[config.mk]
export PLATFORM = sky130hd
export DESIGN_NAME = instruction_fetch_unit_flat
export DESIGN_NICKNAME = d
export VERILOG_FILES = /design/src/rtl/instruction_fetch_unit_if.sv /design/src/rtl/instruction_fetch_unit.sv /design/src/flat_wrapper.sv
export SDC_FILE = /design/constraint.sdc
export NUM_CORES = 1
export LEC_CHECK = 0
export BUFFER_PORTS_ARGS = -buffer_cell sky130_fd_sc_hd__buf_2
export CAP_MARGIN = 10
export CORE_ASPECT_RATIO = 0.5
export CORE_UTILIZATION = 35
export CTS_CLUSTER_DIAMETER = 200
export DETAILED_ROUTE_END_ITERATION = 16
export HOLD_SLACK_MARGIN = 0.06
export PLACE_DENSITY_LB_ADDON = 0.2
export SLEW_MARGIN = 25
export SYNTH_ARGS = -nofsm -noshare
export SYNTH_HDL_FRONTEND = slang
export SYNTH_SLANG_ARGS = --single-unit
[constraint.sdc]
create_clock -name clk -period 21.9 [get_ports clk]
set_input_delay 6.57 -clock clk [delete_from_list [all_inputs] [get_ports clk]]
set_output_delay 6.57 -clock clk [all_outputs]
set_load 0.1 [all_outputs]
[src/rtl/instruction_fetch_unit_if.sv]
// Byte-wide instruction memory port: read strobe and address out, read byte back one cycle later.
interface instruction_fetch_unit_if #(
  parameter int ADDR_W = 64
);
  logic              mem_rd;
  logic [ADDR_W-1:0] mem_addr;
  logic [7:0]        mem_rdata;

  modport master (output mem_rd, output mem_addr, input mem_rdata);
  modport slave  (input mem_rd, input mem_addr, output mem_rdata);
endinterface

[src/rtl/instruction_fetch_unit.sv]
// Fetches a 32-bit instruction as four byte beats from PC_Out and hands it to decode with IF_valid.
// Optional misaligned-PC trap is enabled by defining MISALIGN_TRAP_EN.
module instruction_fetch_unit #(
  parameter int          ADDR_W    = 64,
  parameter logic [31:0] NOP_INSTR = 32'h00000013
) (
  input  logic                      clk,
  input  logic                      reset,
  input  logic [ADDR_W-1:0]         PC_Out,
  output logic [ADDR_W-1:0]         PC_In,
  output logic                      PCWrite,
  instruction_fetch_unit_if.master  mem,
  input  logic                      id_stall,
  input  logic                      branch_taken,
  input  logic [ADDR_W-1:0]         branch_target,
  output logic [31:0]               Instruction,
  output logic [ADDR_W-1:0]         IF_PC,
  output logic                      IF_valid,
  output logic                      fetch_misaligned,
  output logic [1:0]                state_dbg
);

  typedef enum logic [1:0] {
    ST_FETCH = 2'd0,
    ST_DRAIN = 2'd1,
    ST_VALID = 2'd2
`ifdef MISALIGN_TRAP_EN
    , ST_FAULT = 2'd3
`endif
  } state_t;

  state_t            state_q, state_d;
  logic [1:0]        cnt_q, cnt_d;
  logic              pending_q, pending_d;
  logic [1:0]        pend_idx_q, pend_idx_d;
  logic [31:0]       instr_q, instr_d;
  logic [ADDR_W-1:0] if_pc_q, if_pc_d;
  logic              if_valid_q, if_valid_d;
  logic              misalign_q, misalign_d;
  logic              misalign_hit;
  logic              mem_rd_c;
  logic [ADDR_W-1:0] mem_addr_c;
  logic [ADDR_W-1:0] pc_in_c;
  logic              pcwrite_c;

`ifdef MISALIGN_TRAP_EN
  assign misalign_hit = (cnt_q == 2'd0) && (PC_Out[1:0] != 2'b00);
`else
  assign misalign_hit = 1'b0;
`endif

  always_comb begin
    state_d    = state_q;
    cnt_d      = cnt_q;
    pending_d  = 1'b0;
    pend_idx_d = pend_idx_q;
    instr_d    = instr_q;
    if_pc_d    = if_pc_q;
    if_valid_d = if_valid_q;
    misalign_d = misalign_q;
    mem_rd_c   = 1'b0;
    mem_addr_c = '0;
    pcwrite_c  = 1'b0;
    pc_in_c    = '0;

    // Byte requested last cycle arrives now; place it little-endian.
    if (pending_q) begin
      instr_d[{pend_idx_q, 3'b000} +: 8] = mem.mem_rdata;
    end

    case (state_q)
      ST_FETCH: begin
        if (misalign_hit) begin
`ifdef MISALIGN_TRAP_EN
          state_d    = ST_FAULT;
          misalign_d = 1'b1;
          if_valid_d = 1'b0;
`endif
        end else begin
          mem_rd_c   = 1'b1;
          mem_addr_c = PC_Out + ADDR_W'(cnt_q);
          pending_d  = 1'b1;
          pend_idx_d = cnt_q;
          cnt_d      = cnt_q + 2'd1;
          if (cnt_q == 2'd3) state_d = ST_DRAIN;
        end
      end
      ST_DRAIN: begin
        if_pc_d    = PC_Out;
        if_valid_d = 1'b1;
        state_d    = ST_VALID;
      end
      ST_VALID: begin
        if (!id_stall) begin
          pcwrite_c  = 1'b1;
          pc_in_c    = PC_Out + ADDR_W'(3'd4);
          if_valid_d = 1'b0;
          state_d    = ST_FETCH;
          cnt_d      = 2'd0;
        end
      end
`ifdef MISALIGN_TRAP_EN
      ST_FAULT: begin
        state_d = ST_FAULT;
      end
`endif
      default: state_d = ST_FETCH;
    endcase

    // A redirect overrides everything and throws away any in-flight byte.
    if (branch_taken) begin
      pcwrite_c  = 1'b1;
      pc_in_c    = branch_target;
      if_valid_d = 1'b0;
      instr_d    = NOP_INSTR;
      pending_d  = 1'b0;
      state_d    = ST_FETCH;
      cnt_d      = 2'd0;
      misalign_d = 1'b0;
    end

    // Combinational outputs read as their reset values while reset is held.
    if (reset) begin
      mem_rd_c   = 1'b0;
      mem_addr_c = '0;
      pcwrite_c  = 1'b0;
      pc_in_c    = '0;
    end
  end

  always_ff @(posedge clk or posedge reset) begin
    if (reset) begin
      state_q    <= ST_FETCH;
      cnt_q      <= 2'd0;
      pending_q  <= 1'b0;
      pend_idx_q <= 2'd0;
      instr_q    <= NOP_INSTR;
      if_pc_q    <= '0;
      if_valid_q <= 1'b0;
      misalign_q <= 1'b0;
    end else begin
      state_q    <= state_d;
      cnt_q      <= cnt_d;
      pending_q  <= pending_d;
      pend_idx_q <= pend_idx_d;
      instr_q    <= instr_d;
      if_pc_q    <= if_pc_d;
      if_valid_q <= if_valid_d;
      misalign_q <= misalign_d;
    end
  end

  assign mem.mem_rd       = mem_rd_c;
  assign mem.mem_addr     = mem_addr_c;
  assign PCWrite          = pcwrite_c;
  assign PC_In            = pc_in_c;
  assign Instruction      = instr_q;
  assign IF_PC            = if_pc_q;
  assign IF_valid         = if_valid_q;
  assign fetch_misaligned = misalign_q;
  assign state_dbg        = state_q;

endmodule

[src/flat_wrapper.sv]
// flat-port wrapper written by rule: the top's interface ports become plain ports
module instruction_fetch_unit_flat 
#(
  parameter int          ADDR_W    = 64,
  parameter logic [31:0] NOP_INSTR = 32'h00000013
)
  (clk, reset, PC_Out, PC_In, PCWrite, id_stall, branch_taken, branch_target, Instruction, IF_PC, IF_valid, fetch_misaligned, state_dbg, mem_mem_rd, mem_mem_addr, mem_mem_rdata);
  instruction_fetch_unit_if #(.ADDR_W(ADDR_W)) mem_i ();
  input  logic clk;
  input  logic reset;
  input  logic [ADDR_W-1:0] PC_Out;
  output logic [ADDR_W-1:0] PC_In;
  output logic PCWrite;
  input  logic id_stall;
  input  logic branch_taken;
  input  logic [ADDR_W-1:0] branch_target;
  output logic [31:0] Instruction;
  output logic [ADDR_W-1:0] IF_PC;
  output logic IF_valid;
  output logic fetch_misaligned;
  output logic [1:0] state_dbg;
  output wire logic [$bits(mem_i.mem_rd)-1:0] mem_mem_rd;
  output wire logic [$bits(mem_i.mem_addr)-1:0] mem_mem_addr;
  input wire logic [$bits(mem_i.mem_rdata)-1:0] mem_mem_rdata;
  assign mem_mem_rd = mem_i.mem_rd;
  assign mem_mem_addr = mem_i.mem_addr;
  assign mem_i.mem_rdata = mem_mem_rdata;
  instruction_fetch_unit #(.ADDR_W(ADDR_W), .NOP_INSTR(NOP_INSTR)) u_core (.clk(clk), .reset(reset), .PC_Out(PC_Out), .PC_In(PC_In), .PCWrite(PCWrite), .mem(mem_i), .id_stall(id_stall), .branch_taken(branch_taken), .branch_target(branch_target), .Instruction(Instruction), .IF_PC(IF_PC), .IF_valid(IF_valid), .fetch_misaligned(fetch_misaligned), .state_dbg(state_dbg));
endmodule
After elaboration in Yosys (flattened, before gate mapping)
Cells that the tools add are included.

Flip-flop bits (word level): 104. Input bits: 140. Output and inout port bits: 230.

Add/sub/neg operators: 4. Eq/ne operators: 5. Shift operators: 2. Muxes and demuxes: 25. Reductions and logical operators: 7.

Operators with widths (number): 2-to-1 mux 64 bit (6); adder 64 x 2 -> 64 bit (1); adder 64 x 3 -> 64 bit (second input constant) (1); 2-to-1 mux 32 bit (2); bitwise mux 32 bit (1); variable shift 8 x 7 -> 32 bit (first input constant) (1); variable part select 8 x 7 -> 32 bit (1); 2-to-1 mux 1 bit (9); 2-to-1 mux 2 bit (4); negation 5 -> 7 bit (1); case mux 2 bit (3 select lines) (1); AND reduction 2 bit (3); nonzero test 3 bit (2); equality test 2 bit (second input constant) (2); case mux 2 bit (2 select lines) (1); inequality test 3 x 2 -> 1 bit (second input constant) (1); inequality test 3 bit (second input constant) (1); adder 2 x 1 -> 2 bit (second input constant) (1); equality test 2 x 1 -> 1 bit (second input constant) (1); zero test 2 bit (1); case mux 1 bit (2 select lines) (1); nonzero test 2 bit (1).

Longest topological paths before layout
Gate-level depths: netlist (run 1).

Depth in word-level cells: 5. Gate-level depth with buffers: 9.

Worst setup path after synthesis (run 1)
Ideal clock, no wire load.

Path kind: input-to-output. From: input port reset. To: output port mem_mem_addr[57]. Data arrival time: 12.427 ns. Required time: 15.330 ns. Path slack: 2.903 ns. Cell stages on the path: 5. Buffers on the path: 0. Cell sequence: inv_1 nand2_1 inv_1 nand2b_1 o41ai_1.

Longest elaborated chain between the ends: 1.

RTL lines: from (decl) (line flat_wrapper.sv:10) `input logic reset;`; 2-to-1 mux 64 bit (line instruction_fetch_unit.sv:123) `if (reset) begin`; to (decl) (line flat_wrapper.sv:23) `output wire logic [$bits(mem_i.mem_addr)-1:0] mem_mem_addr;`.

Every way passes these cells.

Final worst setup path (run 1)
From: input port PC_Out[0]. To: output port mem_mem_addr[50].

Longest elaborated chain between the ends: 3.

RTL lines: from (decl) (line flat_wrapper.sv:11) `input logic [ADDR_W-1:0] PC_Out;`; adder 64 x 2 -> 64 bit (line instruction_fetch_unit.sv:81) `mem_addr_c = PC_Out + ADDR_W'(cnt_q);`; 2-to-1 mux 64 bit (line instruction_fetch_unit.sv:71) `case (state_q)`; 2-to-1 mux 64 bit (line instruction_fetch_unit.sv:123).

Every way passes these cells.

==> impl_metrics.ini, run 1 <==
[detailed_routing]
via_count = 9140
highest_layer = met4
wl_met2_mm = 16.1
wire_per_inst_microns = 22.3
drc = 0
routed-wl-met3_mm = 3.26
drtIter0Drc = 807
firstDrtPassIters = 5
antenna_left = 0
drt-total-wl_mm = 34.9
wl_met1_mm = 14.8
vias_per_cell = 5.84

[synth]
syn_area_per_cell_sq_um = 8.43
yosysTopAreaCell = dfrtp_1
synthCells = 962
synth_area_sq_mm = 0.00811
ys.flop_type = dfrtp_1
yosys.cell_types.count = 60
ys_ff_latch = 104
synth_area_leaders = dfrtp_1, mux2_2, nand2_1
yosysSeqAreaShare_pct = 32.1
synth_warnings = 0
synth_edf_count = 0
synth_top_area_share_pct = 31.2
async_flop_share_pct = 100
syn_nets = 1111

[grt]
grt_max_degree = 71
overflow = 0
grt_pass1_wl_mm = 51.5
track_usage_pct = 28.8
antenna_found_initial = 2
grt_pass1_vias = 8423

[setup_path]
worstPathArrival_ns = 10.01
timing.critical_path.fanout_max = 8
required_ns = 15.33
worst-setup-path-type = input pin to primary output
worstSetupStartpointType = input pin
endpoint_kind = primary output

[timing]
slew_headroom_pct = 31.8
fmax_mhz = 60.3
hold_violations = 0
final.period_utilization_pct = 75.7
setup_viol = 0
post-route-min-period_ns = 16.58
tns_ns = 0
rsz0062_at_grt = no
whs_ns = 0.490
report.final.slew_viol_count = 0
tightest_slew_ns = 1.01
skew_ns = 0.00689

[finish]
final_common_cell = buf_2
drive_above_1_share_pct = 38.5
final_cell_mix = buf_2, nand2_1, dfrtp_1, nor2_1, mux2_2
finish.net_count = 1407
design_area_sq_mm = 0.0104
n_fill_cell = 2246
syn_to_final_growth_pct = 27.6

[placed_design]
place_congestion = 0.935
hpwl_mm = 26.7
portBuffers = 368
place_area_sq_mm = 0.0100

[run_status]
status = complete, no violations

[clocking]
cts_tree = yes
cts_hold_buf = 0
clockBufferDepth = 2
clk_pin_slew_ns = 0.07
cts.sinks = 104
numCtsBuffers = 9
postCtsResizedCells = 0
h-tree-depth = 3
clk_latency_ns = 0.38
root_buffer = clkbuf_16
postCtsSetupRepairBufs = 0

[die]
core_sq_mm = 0.0222
die_w_microns = 217
die_y_microns = 110
start_util_pct = 36.5
rows = 38
die-area_sq_mm = 0.0238
boundaryPins = 370

[power]
cellPowerDensity_mw_per_mm2 = 122
power_leakage_nw = 4.72
max-vdd-ir-drop_mv = 0.109

[min_path]
hold_path_class = register to register

[flow_run]
drv_cap = 0
[state kept, by name, indices dropped and copies added, names as in the netlist]
name,count
u_core.IF_PC,64
u_core.state_dbg,2
u_core.pend_idx_q,2
u_core.pending_q,1
u_core.Instruction,32
u_core.IF_valid,1
u_core.cnt_q,2
[metrics by stage]
step	cells	worst slack (ns)	utilization [%]	power [mW]
after floorplan	962	2.90	-	0.960
after global placement	1546	5.57	45.1	1.09
after detailed placement	1546	5.45	45.1	1.10
after CTS	1562	5.43	46.4	1.27
after global routing	1564	5.20	46.6	1.31
final	1565	5.32	46.6	1.26
[synth_stat cells, types with 3 or more instances]
| master | count |
|---|---|
| mux2_2 | 64 |
| nand4b_1 | 5 |
| nand4_1 | 53 |
| dfrtp_1 | 101 |
| buf_4 | 6 |
| xor2_1 | 39 |
| inv_1 | 10 |
| nor4_1 | 14 |
| nand3_1 | 47 |
| and2_1 | 6 |
| nor2_1 | 82 |
| or3_1 | 26 |
| buf_1 | 4 |
| or4_1 | 23 |
| nand4_4 | 3 |
| a32oi_1 | 10 |
| a22o_1 | 29 |
| nor3_1 | 26 |
| and3_1 | 9 |
| nand2b_1 | 6 |
| a21oi_1 | 33 |
| o21ai_0 | 44 |
| nor2b_1 | 3 |
| a221o_1 | 5 |
| clkbuf_1 | 50 |
| or4_4 | 3 |
| nor4_2 | 5 |
| nand2_1 | 103 |
| xnor2_1 | 24 |
| nand3b_1 | 3 |
| ha_1 | 8 |
| buf_2 | 28 |
| and4_1 | 10 |
| nor3b_1 | 3 |
| clkbuf_2 | 4 |
| o31ai_1 | 6 |
| dfstp_2 | 3 |
| o211ai_1 | 15 |
| a22oi_1 | 21 |
[area by class of cell]
class	count	area (sq um)	share of cell area (%)
Sequential cell	104	2610	25.2
Inverter	10	40.0	0.387
Tap cell	300	375	3.63
Antenna cell	2	5.00	0.0483
Timing Repair Buffer	377	1930	18.6
Clock inverter	6	60.1	0.580
Clock buffer	10	239	2.31
Multi-Input combinational cell	756	5100	49.2
[power by group]
part           total (mW)  internal (mW)  switching [mW]
Clock               0.170         0.0832          0.0868
Sequential          0.289          0.256          0.0335
Combinational       0.805          0.120           0.686
[logic make-up after synthesis]
group                      share of synthesized area (%)
buffers and inverters                               5.49
and+or+nand+nor                                     29.8
xor gates and xnor gates                            6.80
adders and majority gates                           1.48
muxes                                               9.13
other                                             0.0462
DFF                                                 32.1
AOI/OAI and AO/OA                                   15.1
[per-layer routing]
layer / vias to the layer above / track usage, %
li1: 4153 / -
met1: 4494 / 37.7
met2: 440 / 45.7
met3: 53 / 8.82
met4: 0 / 8.55
met5: - / 0
[final timing paths]
path	startpoint	endpoint	slack, ns	depth (start not counted)
worst max-delay path	PC_Out[0]	mem_mem_addr[50]	5.32	9
worst min-delay path	u_core.IF_PC[32]$_DFFE_PP0P_	u_core.IF_PC[32]$_DFFE_PP0P_	0.49	2
worst min register to register	u_core.IF_PC[32]$_DFFE_PP0P_	u_core.IF_PC[32]$_DFFE_PP0P_	0.49	2
max in group asynchronous	reset	u_core.Instruction[11]$_DFFE_PP0P_	14.13	3
min in group asynchronous	reset	u_core.IF_PC[59]$_DFFE_PP0P_	6.47	2
worst max register to register	u_core.pend_idx_q[0]$_DFFE_PP0N_	u_core.Instruction[3]$_DFFE_PP0P_	19.67	6
[worst max-delay path: stages]
cell and delay (ns):
buf_2 0.10, ha_1 0.22, fa_1 0.51, nand4_1 0.47, nor3_1 0.72, nand3_1 0.38
or3_1 0.40, a21oi_1 0.16, buf_2 0.46
(Power assumes the default switching activity.)
==> run 2: changes to the inputs <==
Clock period 21.9 ns to 13.5 ns, I/O delays scaled along.
==> run 2 against run 1 <==
Non-clock buffer count unchanged. Global-route usage up 0.60 points. Combinational power up 63%. Clock-buffer cell count down 1. Register-to-register slack worse by 8.3 ns. Final cell count about the same. Clock power up 69%. Clock skew up 0.0027 ns.
==> impl_metrics.ini, run 2 (synthesis results as in run 1) <==
[run_status]
status = complete, no violations

[finish]
drive_above_1_share_pct = 38.8
finish.net_count = 1407
final_common_cell = buf_2
design_area_sq_mm = 0.0104
largest_register_ffs = 64
final_util_pct = 46.9
syn_to_final_growth_pct = 28.4
fin_cells = 1564
final_cell_mix = buf_2, nand2_1, dfrtp_1, nor2_1, mux2_2

[clocking]
h-tree-depth = 3
clockBufferDepth = 2
root_buffer = clkbuf_16
postCtsSetupRepairBufs = 0
cts.sinks = 104
postCtsResizedCells = 0
numCtsBuffers = 9
cts_tree = yes
cts_hold_buf = 0
clk_pin_slew_ns = 0.08
clk_latency_ns = 0.38

[timing]
slew_headroom_pct = 33.3
setup_viol = 0
final.period_utilization_pct = 85.5
post-route-min-period_ns = 11.54
fmax_mhz = 86.7
report.final.slew_viol_count = 0
tightest_slew_ns = 0.993
rsz0062_at_grt = no
whs_ns = 0.493
tns_ns = 0
skew_ns = 0.00960
hold_violations = 0

[power]
switchingPower_mw = 1.31
power_leakage_nw = 4.75
intPower_uw = 760
swShare_pct = 63.3
clkPwrFrac_pct = 13.9
cellPowerDensity_mw_per_mm2 = 198
pwr-share-seq_pct = 22.7
p_comb_share_pct = 63.4
max-vdd-ir-drop_mv = 0.303

[detailed_routing]
drt-total-wl_mm = 35.7
vias_per_cell = 5.97
antenna_left = 0
drc = 0
firstDrtPassIters = 5
via_count = 9340
drtIter0Drc = 1122
wire_per_inst_microns = 22.8

[flow_run]
drv_cap = 0

[grt]
grt_pass1_vias = 8557
grt_max_degree = 71
grt_pass1_wl_mm = 52.6
track_usage_pct = 29.4
antenna_found_initial = 1
overflow = 0

[setup_path]
r2r_cells = 6
cpMostUsedCell = buf_2
endpoint_kind = primary output
crit_chain = buf_2, ha_1, fa_1, nand4_1, nor3_1, nand3_1, or3_1, a21oi_1, buf_2
timing.critical_path.fanout_max = 8
critPathSlowestCell = nor3_1
max_stage_delay_ns = 0.65
worstSetupStartpointType = input pin
worst-setup-path-type = input pin to primary output
worstPathArrival_ns = 7.49
required_ns = 9.45

[die]
boundaryPins = 370
core_sq_mm = 0.0222
die_w_microns = 217
die-area_sq_mm = 0.0238
rows = 38
die_y_microns = 110
start_util_pct = 36.5

[placed_design]
hpwl_mm = 27.0
place_inst = 1545
portBuffers = 368
place_area_sq_mm = 0.0100
place_congestion = 0.922

[min_path]
hold_path_depth = 2
hold_path_class = register to register
## run 2: layout make-up
class / instances / area [sq um]
antenna: 1 / 2.50
clock buffer: 9 / 225
clock inverter: 7 / 87.6
fill: 2227 / 11800
inverter: 10 / 40.0
multi-input combinational: 756 / 5130
sequential: 104 / 2610
tap: 300 / 375
timing repair buffer: 377 / 1950
## run 2: worst paths after layout
kind	start	endpoint	slack (ns)
setup / recovery	PC_Out[0]	mem_mem_addr[50]	1.96
hold / removal	u_core.IF_PC[49]$_DFFE_PP0P_	u_core.IF_PC[49]$_DFFE_PP0P_	0.49
setup reg to reg	u_core.pend_idx_q[0]$_DFFE_PP0N_	u_core.Instruction[26]$_DFFE_PP0P_	11.40
hold reg to reg	u_core.IF_PC[49]$_DFFE_PP0P_	u_core.IF_PC[49]$_DFFE_PP0P_	0.49
max in group asynchronous	reset	u_core.Instruction[4]$_DFFE_PP1P_	8.42
min in group asynchronous	reset	u_core.IF_PC[49]$_DFFE_PP0P_	4.01
## run 2: routing by layer
layer	GRT usage, %	routed length (microns)
met2	47.2	16500
met1	40.0	15700
met5	0	0
met3	6.09	2770
met4	8.30	688
## run 2: worst max-delay path, delay by kind of cell
kind | cells | cell delay (ns)
AND/OR/NAND/NOR | 4 | 1.88
buffers and inverters | 2 | 0.56
AO/OA/AOI/OAI | 1 | 0.16
adder cells (fa/ha/maj) | 2 | 0.82
## run 2: power by group through the flow
stage / Combinational (mW) / Clock, mW / Sequential (mW)
detailed placement: 1.31 / 0 / 0.474
global route: 1.34 / 0.306 / 0.482
finish: 1.31 / 0.288 / 0.469
global placement: 1.30 / 0 / 0.469
floorplan: 0.340 / 0 / 1.22
CTS: 1.31 / 0.297 / 0.469
## run 2: metrics by stage
step,total power [mW],worst slack [ns]
floorplan,1.56,0.267
global placement,1.77,2.20
detailed placement,1.78,2.09
CTS,2.08,2.10
global route,2.13,1.84
finish,2.07,1.96
==> run 3: changes to the inputs <==
Clock period 13.5 ns to 13.25 ns, I/O delays scaled along.
==> run 3 against run 2 <==
Sequential cell count is the same. Global-route usage is 0.072 points lower. Total power increased by 1.9%. Core utilization shrank 0.23 points. Critical path depth is the same. Clock skew grew 0.0021 ns. Via count shrank 0.82%. Clock-buffer cell count rose by 1. Critical endpoint unchanged.
==> impl_metrics.ini, run 3 (synthesis results as in run 1) <==
[timing]
fmax_mhz = 88.3
hold_violations = 0
report.final.slew_viol_count = 0
whs_ns = 0.485
layout_setup_ws_ns = 1.93
rsz0062_at_grt = no
final.period_utilization_pct = 85.5
tightest_slew_ns = 1.07
tns_ns = 0
skew_ns = 0.0117
setup_viol = 0
slew_headroom_pct = 27.9
post-route-min-period_ns = 11.32

[min_path]
hold_path_class = register to register

[grt]
overflow = 0
grt_pass1_vias = 8560
track_usage_pct = 29.3
grt_pass1_wl_mm = 52.3
antenna_found_initial = 0
grt_max_degree = 71

[finish]
ff_latch_area_sq_mm = 0.00261
design_area_sq_mm = 0.0104
n_fill_cell = 2253
final_cell_mix = buf_2, nand2_1, dfrtp_1, nor2_1, mux2_2
largest_register_ffs = 64
multi_input_area_sq_mm = 0.00512
finish.net_count = 1406
fin_cells = 1563
drive_above_1_share_pct = 38.7
syn_to_final_growth_pct = 27.8
final_common_cell = buf_2
final_util_pct = 46.7

[setup_path]
reg2reg_slack_ns = 10.98
worstPathArrival_ns = 7.35
worst-setup-path-type = input pin to primary output
crit_chain = buf_2, ha_1, fa_1, nand4_1, nor3_1, nand3_1, or3_1, a21oi_1, buf_2
required_ns = 9.27
max_stage_delay_ns = 0.65
cpMostUsedCell = buf_2
worstSetupStartpointType = input pin
critPathSlowestCell = nor3_1
timing.critical_path.fanout_max = 8
endpoint_kind = primary output

[detailed_routing]
antenna_left = 0
via_count = 9263
wire_per_inst_microns = 22.8
drc = 0
drt-total-wl_mm = 35.6
vias_per_cell = 5.93
firstDrtPassIters = 5
drtIter0Drc = 1005

[clocking]
postCtsSetupRepairBufs = 0
cts_hold_buf = 0
cts.sinks = 104
numCtsBuffers = 9
clk_latency_ns = 0.39
h-tree-depth = 3
postCtsResizedCells = 0
clk_pin_slew_ns = 0.09
clockBufferDepth = 2
root_buffer = clkbuf_16
cts_tree = yes

[power]
power_mw = 2.11
max-vdd-ir-drop_mv = 0.343
power_leakage_nw = 4.72
cellPowerDensity_mw_per_mm2 = 203

[die]
start_util_pct = 36.5
boundaryPins = 370
rows = 38
die_y_microns = 110
die-area_sq_mm = 0.0238
die_w_microns = 217
core_sq_mm = 0.0222

[flow_run]
drv_cap = 0

[placed_design]
hpwl_mm = 26.8
place_area_sq_mm = 0.0100
portBuffers = 368
preCtsSetupSlack_ns = 2.03
place_congestion = 0.921
place_inst = 1545

[run_status]
status = complete, no violations
[run 3: cell type report]
| cell class | instances | share of cell area [%] |
|---|---|---|
| well taps | 300 | 3.62 |
| clock inverters | 6 | 0.688 |
| clock buffers | 10 | 2.31 |
| flip-flops and latches | 104 | 25.1 |
| repair buffers | 376 | 18.5 |
| diodes | 1 | 0.0241 |
| multi-input cells | 756 | 49.4 |
| inverters | 10 | 0.386 |
[run 3: worst paths after layout]
check	from	endpoint	depth (start not counted)
hold / removal	u_core.IF_PC[49]$_DFFE_PP0P_	u_core.IF_PC[49]$_DFFE_PP0P_	2
max in group asynchronous	reset	u_core.Instruction[13]$_DFFE_PP0P_	3
setup / recovery	PC_Out[0]	mem_mem_addr[50]	9
hold reg to reg	u_core.IF_PC[49]$_DFFE_PP0P_	u_core.IF_PC[49]$_DFFE_PP0P_	2
min in group asynchronous	reset	u_core.IF_PC[49]$_DFFE_PP0P_	2
setup reg to reg	u_core.pend_idx_q[0]$_DFFE_PP0N_	u_core.Instruction[16]$_DFFE_PP0P_	6
[run 3: routing by layer]
metal,global-route usage (%),vias up,part of all wire (%)
met5,0,-,0
met4,8.55,0,1.6
met3,6.25,37,7.8
met2,47.5,462,46
met1,39.4,4599,44
li1,-,4165,-
[run 3: critical path, delay by kind of cell]
kind                     cells  cell delay [ns]
AO/OA/AOI/OAI                1             0.16
adder cells (fa/ha/maj)      2             0.76
buffers and inverters        2             0.56
AND/OR/NAND/NOR              4             1.88
[run 3: power by group]
part | switching (mW) | leakage [nW] | internal [mW] | total [mW]
clock network | 0.142 | 0.151 | 0.154 | 0.297
registers | 0.0567 | 1.29 | 0.423 | 0.480
logic | 1.13 | 3.28 | 0.199 | 1.33
